### config.mk
export PLATFORM = sky130hd
export DESIGN_NAME = keypad_entry
export DESIGN_NICKNAME = d
export VERILOG_FILES = /design/src/rtl/keypad_entry.sv
export SDC_FILE = /design/constraint.sdc
export NUM_CORES = 1
export LEC_CHECK = 0
export CELL_PAD_IN_SITES_DETAIL_PLACEMENT = 1
export CELL_PAD_IN_SITES_GLOBAL_PLACEMENT = 2
export CORE_MARGIN = 3
export CORE_UTILIZATION = 39
export CTS_CLUSTER_DIAMETER = 120
export DETAILED_ROUTE_END_ITERATION = 8
export GPL_ROUTABILITY_DRIVEN = 0
export PLACE_DENSITY = 0.85
export SLEW_MARGIN = 20
export SYNTH_ARGS = -nofsm -noshare
export SYNTH_HDL_FRONTEND = slang
export SYNTH_SLANG_ARGS = --single-unit
export TNS_END_PERCENT = 20
### constraint.sdc
create_clock -name clk -period 10.9 [get_ports clk]
set_clock_uncertainty 0.05 [all_clocks]
set_input_delay 3.27 -clock clk [delete_from_list [all_inputs] [get_ports clk]]
set_output_delay 3.27 -clock clk [all_outputs]
set_load 0.1 [all_outputs]
### src/rtl/keypad_entry.sv
// 4x4 matrix keypad scanner with sweep-based debounce and decimal entry of up to four digits.
// States: IDLE | no key held; PRESS_CAND | key seen, counting stable sweeps; HELD | key accepted, waiting release; REL_CAND | counting empty sweeps
module keypad_entry #(
    parameter int SCAN_OVERFLOW  = 50000,
    parameter int DEBOUNCE_SCANS = 4
) (
    input  logic        clk,
    input  logic        reset,
    output logic [3:0]  col_select,
    input  logic [3:0]  row_sense,
    output logic        key_strobe,
    output logic [3:0]  key_code,
    output logic        op_strobe,
    output logic [1:0]  op_code,
    output logic        nr_valid,
    output logic [13:0] entered_nr
);

    localparam int SW = $clog2(SCAN_OVERFLOW);
    localparam int DW = $clog2(DEBOUNCE_SCANS + 1);
    localparam logic [SW-1:0] SCAN_LAST  = SW'(SCAN_OVERFLOW - 1);
    localparam logic [DW-1:0] DEB_TARGET = DW'(DEBOUNCE_SCANS);
    localparam logic [DW-1:0] DEB_ONE    = DW'(1);

    typedef enum logic [1:0] {IDLE, PRESS_CAND, HELD, REL_CAND} state_t;

    state_t        state;
    logic [SW-1:0] scan_cnt;
    logic [1:0]    col;
    logic          acc_seen;
    logic          acc_multi;
    logic [3:0]    acc_pos;
    logic [DW-1:0] deb_cnt;
    logic [3:0]    cand;
    logic [2:0]    digit_count;
    logic          new_entry;

    logic [2:0]    low_cnt;
    logic [1:0]    low_idx;
    logic          sample_tick;
    logic          sweep_done;
    logic          next_seen;
    logic          next_multi;
    logic [3:0]    next_pos;
    logic          sweep_key;
    logic [3:0]    sweep_code;
    logic          accept;
    logic [13:0]   times_ten;

    function automatic logic [3:0] key_map(input logic [3:0] pos);
        logic [3:0] code;
        case (pos)
            4'd0:    code = 4'd1;
            4'd1:    code = 4'd2;
            4'd2:    code = 4'd3;
            4'd3:    code = 4'd10;
            4'd4:    code = 4'd4;
            4'd5:    code = 4'd5;
            4'd6:    code = 4'd6;
            4'd7:    code = 4'd11;
            4'd8:    code = 4'd7;
            4'd9:    code = 4'd8;
            4'd10:   code = 4'd9;
            4'd11:   code = 4'd12;
            4'd12:   code = 4'd14;
            4'd13:   code = 4'd0;
            4'd14:   code = 4'd15;
            default: code = 4'd13;
        endcase
        return code;
    endfunction

    always_comb begin
        low_cnt = 3'd0;
        low_idx = 2'd0;
        for (int r = 3; r >= 0; r--) begin
            if (!row_sense[r]) begin
                low_cnt = low_cnt + 3'd1;
                low_idx = 2'(r);
            end
        end
    end

    assign sample_tick = (scan_cnt == SCAN_LAST);
    assign sweep_done  = sample_tick && (col == 2'd3);

    // Sweep result folds in the column being sampled right now.
    assign next_seen  = acc_seen | (low_cnt != 3'd0);
    assign next_multi = acc_multi | (low_cnt > 3'd1) | (acc_seen & (low_cnt != 3'd0));
    assign next_pos   = (!acc_seen && low_cnt == 3'd1) ? {low_idx, col} : acc_pos;
    assign sweep_key  = next_seen & ~next_multi;
    assign sweep_code = key_map(next_pos);

    always_comb begin
        accept = 1'b0;
        if (sweep_done && sweep_key) begin
            case (state)
                IDLE:       accept = (DEB_TARGET == DEB_ONE);
                PRESS_CAND: accept = (sweep_code == cand) && (deb_cnt + DEB_ONE == DEB_TARGET);
                default:    accept = 1'b0;
            endcase
        end
    end

    assign times_ten = (entered_nr << 3) + (entered_nr << 1);

    always_ff @(posedge clk) begin
        if (!reset) begin
            scan_cnt   <= '0;
            col        <= 2'd0;
            col_select <= 4'b1110;
            acc_seen   <= 1'b0;
            acc_multi  <= 1'b0;
            acc_pos    <= 4'd0;
        end else if (sample_tick) begin
            scan_cnt   <= '0;
            col        <= col + 2'd1;
            col_select <= {col_select[2:0], col_select[3]};
            if (col == 2'd3) begin
                acc_seen  <= 1'b0;
                acc_multi <= 1'b0;
                acc_pos   <= 4'd0;
            end else begin
                acc_seen  <= next_seen;
                acc_multi <= next_multi;
                acc_pos   <= next_pos;
            end
        end else begin
            scan_cnt <= scan_cnt + SW'(1);
        end
    end

    always_ff @(posedge clk) begin
        if (!reset) begin
            state       <= IDLE;
            deb_cnt     <= '0;
            cand        <= 4'd0;
            entered_nr  <= 14'd0;
            digit_count <= 3'd0;
            new_entry   <= 1'b0;
            key_code    <= 4'd0;
            op_code     <= 2'd0;
            key_strobe  <= 1'b0;
            op_strobe   <= 1'b0;
            nr_valid    <= 1'b0;
        end else begin
            key_strobe <= 1'b0;
            op_strobe  <= 1'b0;
            nr_valid   <= 1'b0;

            if (sweep_done) begin
                case (state)
                    IDLE: begin
                        if (sweep_key) begin
                            cand    <= sweep_code;
                            deb_cnt <= DEB_ONE;
                            state   <= accept ? HELD : PRESS_CAND;
                        end
                    end
                    PRESS_CAND: begin
                        if (!sweep_key) begin
                            state <= IDLE;
                        end else if (sweep_code != cand) begin
                            cand    <= sweep_code;
                            deb_cnt <= DEB_ONE;
                        end else if (accept) begin
                            state <= HELD;
                        end else begin
                            deb_cnt <= deb_cnt + DEB_ONE;
                        end
                    end
                    HELD: begin
                        if (!sweep_key) begin
                            deb_cnt <= DEB_ONE;
                            state   <= (DEB_TARGET == DEB_ONE) ? IDLE : REL_CAND;
                        end
                    end
                    default: begin
                        if (sweep_key) begin
                            state <= HELD;
                        end else if (deb_cnt + DEB_ONE == DEB_TARGET) begin
                            state <= IDLE;
                        end else begin
                            deb_cnt <= deb_cnt + DEB_ONE;
                        end
                    end
                endcase
            end

            if (accept) begin
                key_strobe <= 1'b1;
                key_code   <= sweep_code;
                if (sweep_code <= 4'd9) begin
                    if (new_entry) begin
                        entered_nr  <= {10'd0, sweep_code};
                        digit_count <= 3'd1;
                        new_entry   <= 1'b0;
                    end else if (digit_count < 3'd4) begin
                        entered_nr  <= times_ten + {10'd0, sweep_code};
                        digit_count <= digit_count + 3'd1;
                    end
                end else if (sweep_code == 4'd14) begin
                    entered_nr  <= 14'd0;
                    digit_count <= 3'd0;
                    new_entry   <= 1'b0;
                end else if (sweep_code == 4'd15) begin
                    nr_valid  <= 1'b1;
                    new_entry <= 1'b1;
                end else begin
                    op_strobe <= 1'b1;
                    op_code   <= 2'(sweep_code - 4'd10);
                    new_entry <= 1'b1;
                end
            end
        end
    end

endmodule

**Word-level counts from Yosys, hierarchy flattened**

Memories as Yosys holds them, arrays and structs flattened.
Cells that the tools add are included.

- Register bits: 64
- Memory bits (read-only): 64
- Input port bits: 6
- Output and inout port bits: 27
- Word-level logic and storage cells: 127
- Memories kept: 1

Memories:

| memory | depth | width | rd ports | clocked after Yosys merged registers in | wr ports | RTL line | text |
|---|---|---|---|---|---|---|---|
| (name not given) | 16 | 4 | 1 | 0 | 0 | 52 | `case (pos)` |

- Add/sub/neg operators: 10
- Magnitude comparators: 3
- Equal/unequal tests: 20
- Muxes and demuxes: 48
- Bitwise logic cells: 11
- Reduce and logical (&&, ||, !) cells: 17

Operators by type and width:

| operator | count |
|---|---|
| $mux 14 | 4 |
| $mux 3 | 14 |
| $mux 2 | 12 |
| $mux 4 | 5 |
| $add 16x1->16 const B | 1 |
| $eq 16x16->1 const B | 1 |
| $add 3x1->3 const B | 5 |
| $add 14x14->14 | 1 |
| $add 14x4->14 | 1 |
| $mux 1 | 10 |
| $ne 3x3->1 const B | 3 |
| $pmux 3 s3 | 1 |
| $eq 4x4->1 const B | 2 |
| $ne 2x2->1 const B | 4 |
| $pmux 4 s2 | 1 |
| $reduce_and 7->1 | 1 |
| $ne 3x2->1 const B | 2 |
| $not 1->1 | 6 |
| $pmux 2 s3 | 1 |
| $reduce_and 6->1 | 1 |
| $reduce_and 5->1 | 1 |
| $eq 2x2->1 const B | 2 |
| $eq 4x4->1 | 1 |
| $le 4x4->1 const B | 1 |
| 21 further kinds | 28 |

**Logic depth before layout (Yosys ltp)**

Gate-level depths: netlist of run 1.
An unclocked memory read counts as a cell.

- Depth after elaboration: 19
- Gate-level depth with buffers: 30
- Gate-level depth less buffers: 28

**Least setup slack after synthesis of run 1**

OpenSTA, ideal clock, no wires.

- Kind: input to register
- Start: in row_sense[2]
- End: reg entered_nr[12]
- Library setup time: 0.069 ns
- Data arrival time: 8.251 ns
- Required time: 10.781 ns
- Path slack: 2.530 ns
- Cell stages on the path: 26
- Buffers on the path: 2
- Cells stage by stage: inv_1 -> ha_1 -> buf_4 -> xnor2_1 -> ha_1 -> inv_1 -> o32ai_1 -> a211o_1 -> buf_6 -> o21ai_0 -> ha_1 -> mux2i_1 -> o21bai_1 -> inv_1 -> fa_1 -> fa_1 -> a21o_1 -> a21o_1 -> a21o_1 -> a21oi_1 -> o21ai_0 -> a21o_1 -> a21oi_1 -> xnor2_1 -> nand2_1 -> o21ai_1

- Longest elaborated chain between the ends: 14
- Elaborated cells on any way between the ends: 34
- Classes of those cells: add/sub (3); order compare (2); eq/ne (4); mux (12); bitwise (6); reduce/logical (6); memory (1)

RTL lines:

| element | RTL line | text |
|---|---|---|
| start, declared | 10 | `input logic [3:0] row_sense,` |
| $mux 3 | 77 | `if (!row_sense[r]) begin` |
| $add 3x1->3 | 78 | `low_cnt = low_cnt + 3'd1;` |
| $mux 3 | 77 |  |
| $add 3x1->3 | 78 |  |
| $mux 3 | 77 |  |
| $eq 3x1->1 | 90 | `assign next_pos = (!acc_seen && low_cnt == 3'd1) ? {low_idx, col} : acc_pos;` |
| $logic_and 1x1->1 | 90 |  |
| $mux 4 (*) | 90 |  |
| $mem_v2 16x4 (*) | - |  |
| named net sweep_code[3] | 46 | `logic [3:0] sweep_code;` |
| parallel branches: the longest is 5 deep, another holds $add 14x4->14 | - |  |
| end signal, assigned | 195 | `entered_nr <= {10'd0, sweep_code};` |
| end signal, assigned | 199 | `entered_nr <= times_ten + {10'd0, sweep_code};` |
| end, declared | 16 | `output logic [13:0] entered_nr` |

Mark *: on every way through the listed nets, which the timed path passes. The select of a mux whose other input is x is not followed.
A chain may end at the register's enable or synchronous reset.

**Final worst setup path of run 1**

Same ends and word-level chain as after synthesis.

==> impl_metrics.yaml, run 1 <==
yosys:
  synthAdderAreaFrac_pct: 13.8
  async_reset_ff_share_pct: 0
  synth_xor_area_share_pct: 7.59
  syn_nets: 533
  seq_area_frac_synth_pct: 31.2
  postSynthAreaPerCell_sq_um: 8.49
  synth_top_family_by_area: "simple AND/OR/NAND/NOR gates"
  yosys.area_share.simple_pct: 19.8
  ys_warn_count: 0
  synth_area_sq_um: 4100
  synthCells: 483
  ys.flop_type: "dfxtp_1"
  synth_edf_count: 0
  ys_seq_elements: 64
  yosys-mux-area-fraction_pct: 3.96
  synth_cell_types: 64
  synth-compound-area-share_pct: 19.4
placement:
  dpl.hpwl_mm: 7.59
  dpl.cell_count: 632
  io_buffer_count: 32
layout:
  layoutNonFillerInstCount: 648
  layout_common_cells: "dfxtp_1, nand2_1, nor2_1"
  diodes: 0
  fin_nets: 560
  drive_gt1_share_pct: 6.60
  fill_cells: 1201
  layout_commonest_cell: "dfxtp_1"
  syn_to_final_growth_pct: 15.5
power_and_ir_drop:
  ir_drop_mv: 0.0937
  powerDensity_nw_per_um2: 106
  switching_share_pct: 27.2
  power_frac_comb_pct: 10.0
  pwr-share-clk_pct: 43.1
  leakagePower_uw: 0.00202
  internal-power_uw: 365
  switchingPower_uw: 137
  seqPwrFrac_pct: 46.9
global_routing:
  grt_overflow: 0
  grt_max_degree: 29
  grt_pass1_vias: 3563
  antenna_found_initial: 0
  grt_pass1_wl_mm: 17.3
  grt.total_usage_pct: 18.4
die:
  die_area_sq_um: 11800
  die_w_microns: 109
  initial_utilization_pct: 41.0
  core_area_sq_um: 10000
  die_y_microns: 109
  ios: 33
  rows: 36
clocking:
  postCtsSetupRepairBufs: 0
  cts_made_buffers: 9
  cts_tree: "done"
  cts.sinks: 64
  cts.repair.resized: 0
  hold_buffers: 0
  clk_latency_ns: 0.35
  cts.path.max_buffers: 2
  htree_levels: 3
  clkTransAtPathRegs_ns: 0.08
  ctsRootBufferMaster: "clkbuf_8"
sta:
  post-route-period-util_pct: 85.8
  relSlewSlack_pct: 32.1
  timing.fmax_ghz: 0.107
  tightestPinTransition_ns: 1.02
  setup_tns_ns: 0
  rsz0062_at_grt: "no"
  drv_slew: 0
  setup_viol: 0
  period_minus_slack_ns: 9.36
  hold_violations: 0
routing:
  dr.pass1.iters: 4
  wl_per_cell_microns: 15.6
  ant_nets: 0
  totalWireLength_mm: 10.1
  route.vias.total: 3498
  drcViolationCount: 0
  via_per_inst: 5.40
  first_iter_violations: 107
worst_setup_path:
  worstPathMaxFanout: 9
  rrSetupSlack_ns: 5.72
  crit_arrival_ns: 9.60
  required_ns: 11.14
  startpoint_type: "input pin"
  criticalPathCategory: "input pin to flop"
  crit_path_end_kind: "flop"
flow_run:
  max-cap-violations: 0
status:
  status: "finished clean"
min_path:
  hold_path_class: "flop to flop"
==> critical path: stages <==
cell	delay, ns
clkdlybuf4s50_1	0.54
inv_1	0.06
ha_1	0.40
xnor2_1	0.17
ha_1	0.20
nor2b_1	0.13
o32ai_1	0.47
a211o_1	0.34
o21ai_0	0.27
inv_1	0.16
ha_1	0.26
mux2i_1	0.09
o21bai_1	0.41
inv_1	0.16
fa_1	0.51
fa_1	0.48
a21o_1	0.18
a21o_1	0.20
a21o_1	0.18
a21oi_1	0.24
o21ai_0	0.19
a21o_1	0.21
a21oi_1	0.17
xnor2_1	0.13
nand2_1	0.06
o21ai_1	0.10
==> stage by stage <==
stage	cell area, sq um	utilization, %	power (uW)	worst slack [ns]	hold WS, ns
2_1_floorplan	4100	-	280	2.53	0.380
3_3_place_gp	4530	45.3	289	1.49	0.395
3_5_place_dp	4530	45.3	291	1.17	0.407
4_1_cts	4740	47.4	508	1.53	0.418
5_1_grt	4740	47.4	525	0.928	0.445
6_report	4740	47.4	501	1.54	0.415
==> flip-flops by register name, summed over array words and instances (netlist names), named ones only <==
register     count
acc_multi        1
acc_pos          4
acc_seen         1
cand             4
col              2
col_select       4
deb_cnt          3
digit_count      3
entered_nr      14
key_code         4
key_strobe       1
new_entry        1
nr_valid         1
op_code          2
op_strobe        1
scan_cnt        16
state            1
==> worst paths after layout <==
| check | start | endpoint | cells after the start |
|---|---|---|---|
| hold / removal | digit_count[1]$_SDFFE_PN0P_ | digit_count[1]$_SDFFE_PN0P_ | 2 |
| hold reg to reg | digit_count[1]$_SDFFE_PN0P_ | digit_count[1]$_SDFFE_PN0P_ | 2 |
| setup / recovery | row_sense[2] | entered_nr[12]$_SDFFE_PN0P_ | 26 |
| setup reg to reg | acc_seen$_SDFFE_PN0P_ | entered_nr[12]$_SDFFE_PN0P_ | 20 |
==> power by group through the flow <==
stage | Combinational (uW) | Clock (uW) | Sequential, uW
detailed placement | 49.6 | 0 | 241
finish | 50.0 | 216 | 235
CTS | 50.1 | 223 | 235
global route | 55.8 | 234 | 236
floorplan | 38.9 | 0 | 241
global placement | 48.1 | 0 | 241
==> layer usage <==
| layer | routed length [microns] | vias up | GRT usage, % |
|---|---|---|---|
| met2 | 4780 | 36 | 29.7 |
| met3 | 240 | 13 | 3.40 |
| met5 | 0 | - | 0 |
| li1 | - | 1758 | - |
| met1 | 4990 | 1691 | 24.7 |
| met4 | 114 | 0 | 5.77 |
==> Yosys cell counts (all sizes together), types with 3 or more instances <==
library cell  number  area [sq um]
dfxtp             64          1280
nand2             58           220
nor2              57           214
ha                42           526
inv               23          86.3
o21ai             23           115
a21oi             22           110
nand3             20           100
xor2              18           158
xnor2             15           131
mux2i             14           140
clkbuf            13          48.8
a21o              10          75.1
and3               8          50.1
nor3               8          40.0
a211oi             6          55.1
and2               6          40.0
buf                6          38.8
a2111oi            5          87.6
a22o               5          43.8
a22oi              4          30.0
nand4              4          25.0
a211o              3          26.3
nand2b             3          26.3
nand3b             3          22.5
o22ai              3          18.8
o311ai             3          26.3
or3                3          18.8
==> layout make-up <==
class / count / area [sq um] / area share [%]
Tap cell: 133 / 166 / 3.51
Multi-Input combinational cell: 377 / 2660 / 56.0
Clock buffer: 10 / 138 / 2.91
Timing Repair Buffer: 35 / 343 / 7.24
Clock inverter: 6 / 67.6 / 1.43
Sequential cell: 64 / 1280 / 27.0
Inverter: 23 / 86.3 / 1.82
==> kinds of logic after synthesis <==
| family | after synthesis |
|---|---|
| muxes | 16 |
| xor gates and xnor gates | 34 |
| AOI/OAI and AO/OA | 106 |
| adders and majority gates | 44 |
| DFF | 64 |
| and+or+nand+nor | 177 |
| buffers and inverters | 42 |
No activity file was read; power rests on OpenSTA's default activity.
==> run 2, diff against run 1 <==
--- a/config.mk
+++ b/config.mk
@@ -12,7 +12,7 @@
 export CTS_CLUSTER_DIAMETER = 120
 export DETAILED_ROUTE_END_ITERATION = 8
 export GPL_ROUTABILITY_DRIVEN = 0
-export PLACE_DENSITY = 0.85
+export PLACE_DENSITY = 0.89
 export SLEW_MARGIN = 20
 export SYNTH_ARGS = -nofsm -noshare
 export SYNTH_HDL_FRONTEND = slang
==> impl_metrics.yaml, run 2 (synthesis results as in run 1) <==
status:
  status: "finished clean"
routing:
  route.vias.total: 3503
  totalWireLength_mm: 10.1
  ant_nets: 0
  first_iter_violations: 128
  dr.pass1.iters: 4
  via_per_inst: 5.41
  drcViolationCount: 0
  wl_per_cell_microns: 15.6
die:
  die_area_sq_um: 11800
  die_y_microns: 109
  ios: 33
  rows: 36
  core_area_sq_um: 10000
  initial_utilization_pct: 41.0
  die_w_microns: 109
placement:
  io_buffer_count: 32
  dpl.hpwl_mm: 7.70
  dpl.cell_count: 632
layout:
  syn_to_final_growth_pct: 15.2
  post-route-util_pct: 47.3
  largest_reg_flops: 16
  layoutNonFillerInstCount: 648
  drive_gt1_share_pct: 6.60
  layout_common_cells: "dfxtp_1, nand2_1, nor2_1"
  layout_commonest_cell: "dfxtp_1"
  diodes: 0
  fin_nets: 560
  reg_top3: "scan_cnt: 16 flops, entered_nr: 14 flops"
  largest-register: "scan_cnt"
sta:
  period_minus_slack_ns: 9.36
  tightestPinTransition_ns: 0.989
  hold_violations: 0
  drv_slew: 0
  post-route-period-util_pct: 85.9
  timing.fmax_ghz: 0.107
  relSlewSlack_pct: 33.8
  setup_tns_ns: 0
  setup_viol: 0
  rsz0062_at_grt: "no"
global_routing:
  grt_overflow: 0
  grt_pass1_vias: 3673
  grt_max_degree: 29
  grt.total_usage_pct: 18.6
  grt_pass1_wl_mm: 17.6
  antenna_found_initial: 0
power_and_ir_drop:
  powerDensity_nw_per_um2: 104
  leakagePower_uw: 0.00201
  ir_drop_mv: 0.0651
worst_setup_path:
  criticalPathCategory: "input pin to flop"
  startpoint_type: "input pin"
  crit_path_end_kind: "flop"
  path_common_cell: "a21o_1"
  crit_arrival_ns: 9.58
  worstPathMaxFanout: 9
  required_ns: 11.12
  crit_slowest_cell: "clkdlybuf4s50_1"
  cp_slowest_stage_delay_ns: 0.53
  rrSetupSlack_ns: 5.73
clocking:
  cts_tree: "done"
  postCtsSetupRepairBufs: 0
  ctsRootBufferMaster: "clkbuf_8"
  htree_levels: 3
  cts.path.max_buffers: 2
  clk_latency_ns: 0.35
  cts_made_buffers: 9
  hold_buffers: 0
  cts.repair.resized: 0
  clkTransAtPathRegs_ns: 0.08
  cts.sinks: 64
flow_run:
  max-cap-violations: 0
min_path:
  hold_path_class: "flop to flop"
-- run 2: through the flow --
stage          instance area (sq um)  setup WS [ns]  power (uW)  hold WS (ns)
2_1_floorplan                   4100           2.53         280         0.380
3_3_place_gp                    4530           1.47         289         0.394
3_5_place_dp                    4530           1.19         291         0.403
4_1_cts                         4730           1.53         499         0.417
5_1_grt                         4730          0.862         516         0.444
6_report                        4730           1.54         494         0.412
-- run 2: worst max-delay path: cells and delay by family --
kind / cells / cell delay (ns)
AOI/OAI and AO/OA: 12 / 2.96
buffers and inverters: 4 / 0.90
and+or+nand+nor: 2 / 0.20
xor gates and xnor gates: 2 / 0.30
muxes: 1 / 0.09
adders and majority gates: 5 / 1.84
-- run 2: path summary, 6_finish.rpt --
check | endpoint | from | cells after the start
hold reg to reg | key_code[2]$_SDFFE_PN0P_ | key_code[2]$_SDFFE_PN0P_ | 2
setup / recovery | entered_nr[12]$_SDFFE_PN0P_ | row_sense[2] | 26
hold / removal | key_code[2]$_SDFFE_PN0P_ | key_code[2]$_SDFFE_PN0P_ | 2
setup reg to reg | entered_nr[12]$_SDFFE_PN0P_ | acc_seen$_SDFFE_PN0P_ | 20
-- run 2: final cells by class --
class,count,area [sq um]
Tap cell,133,166
Fill cell,1233,5270
Clock buffer,9,124
Multi-Input combinational cell,377,2660
Timing Repair Buffer,35,343
Clock inverter,7,71.3
Inverter,23,86.3
Sequential cell,64,1280
-- run 2: where the power goes --
part / switching [uW] / total (uW) / internal, uW
combinational: 32.5 / 50.0 / 17.6
clock: 103 / 208 / 106
sequential: 0.895 / 235 / 235
-- run 2: per-layer routing --
layer	global-route usage (%)	vias to the layer above	part of all wire, %
met5	0	-	0
li1	-	1764	-
met1	23.6	1691	47
met3	3.34	11	2.5
met4	4.33	0	1.3
met2	32.7	37	49
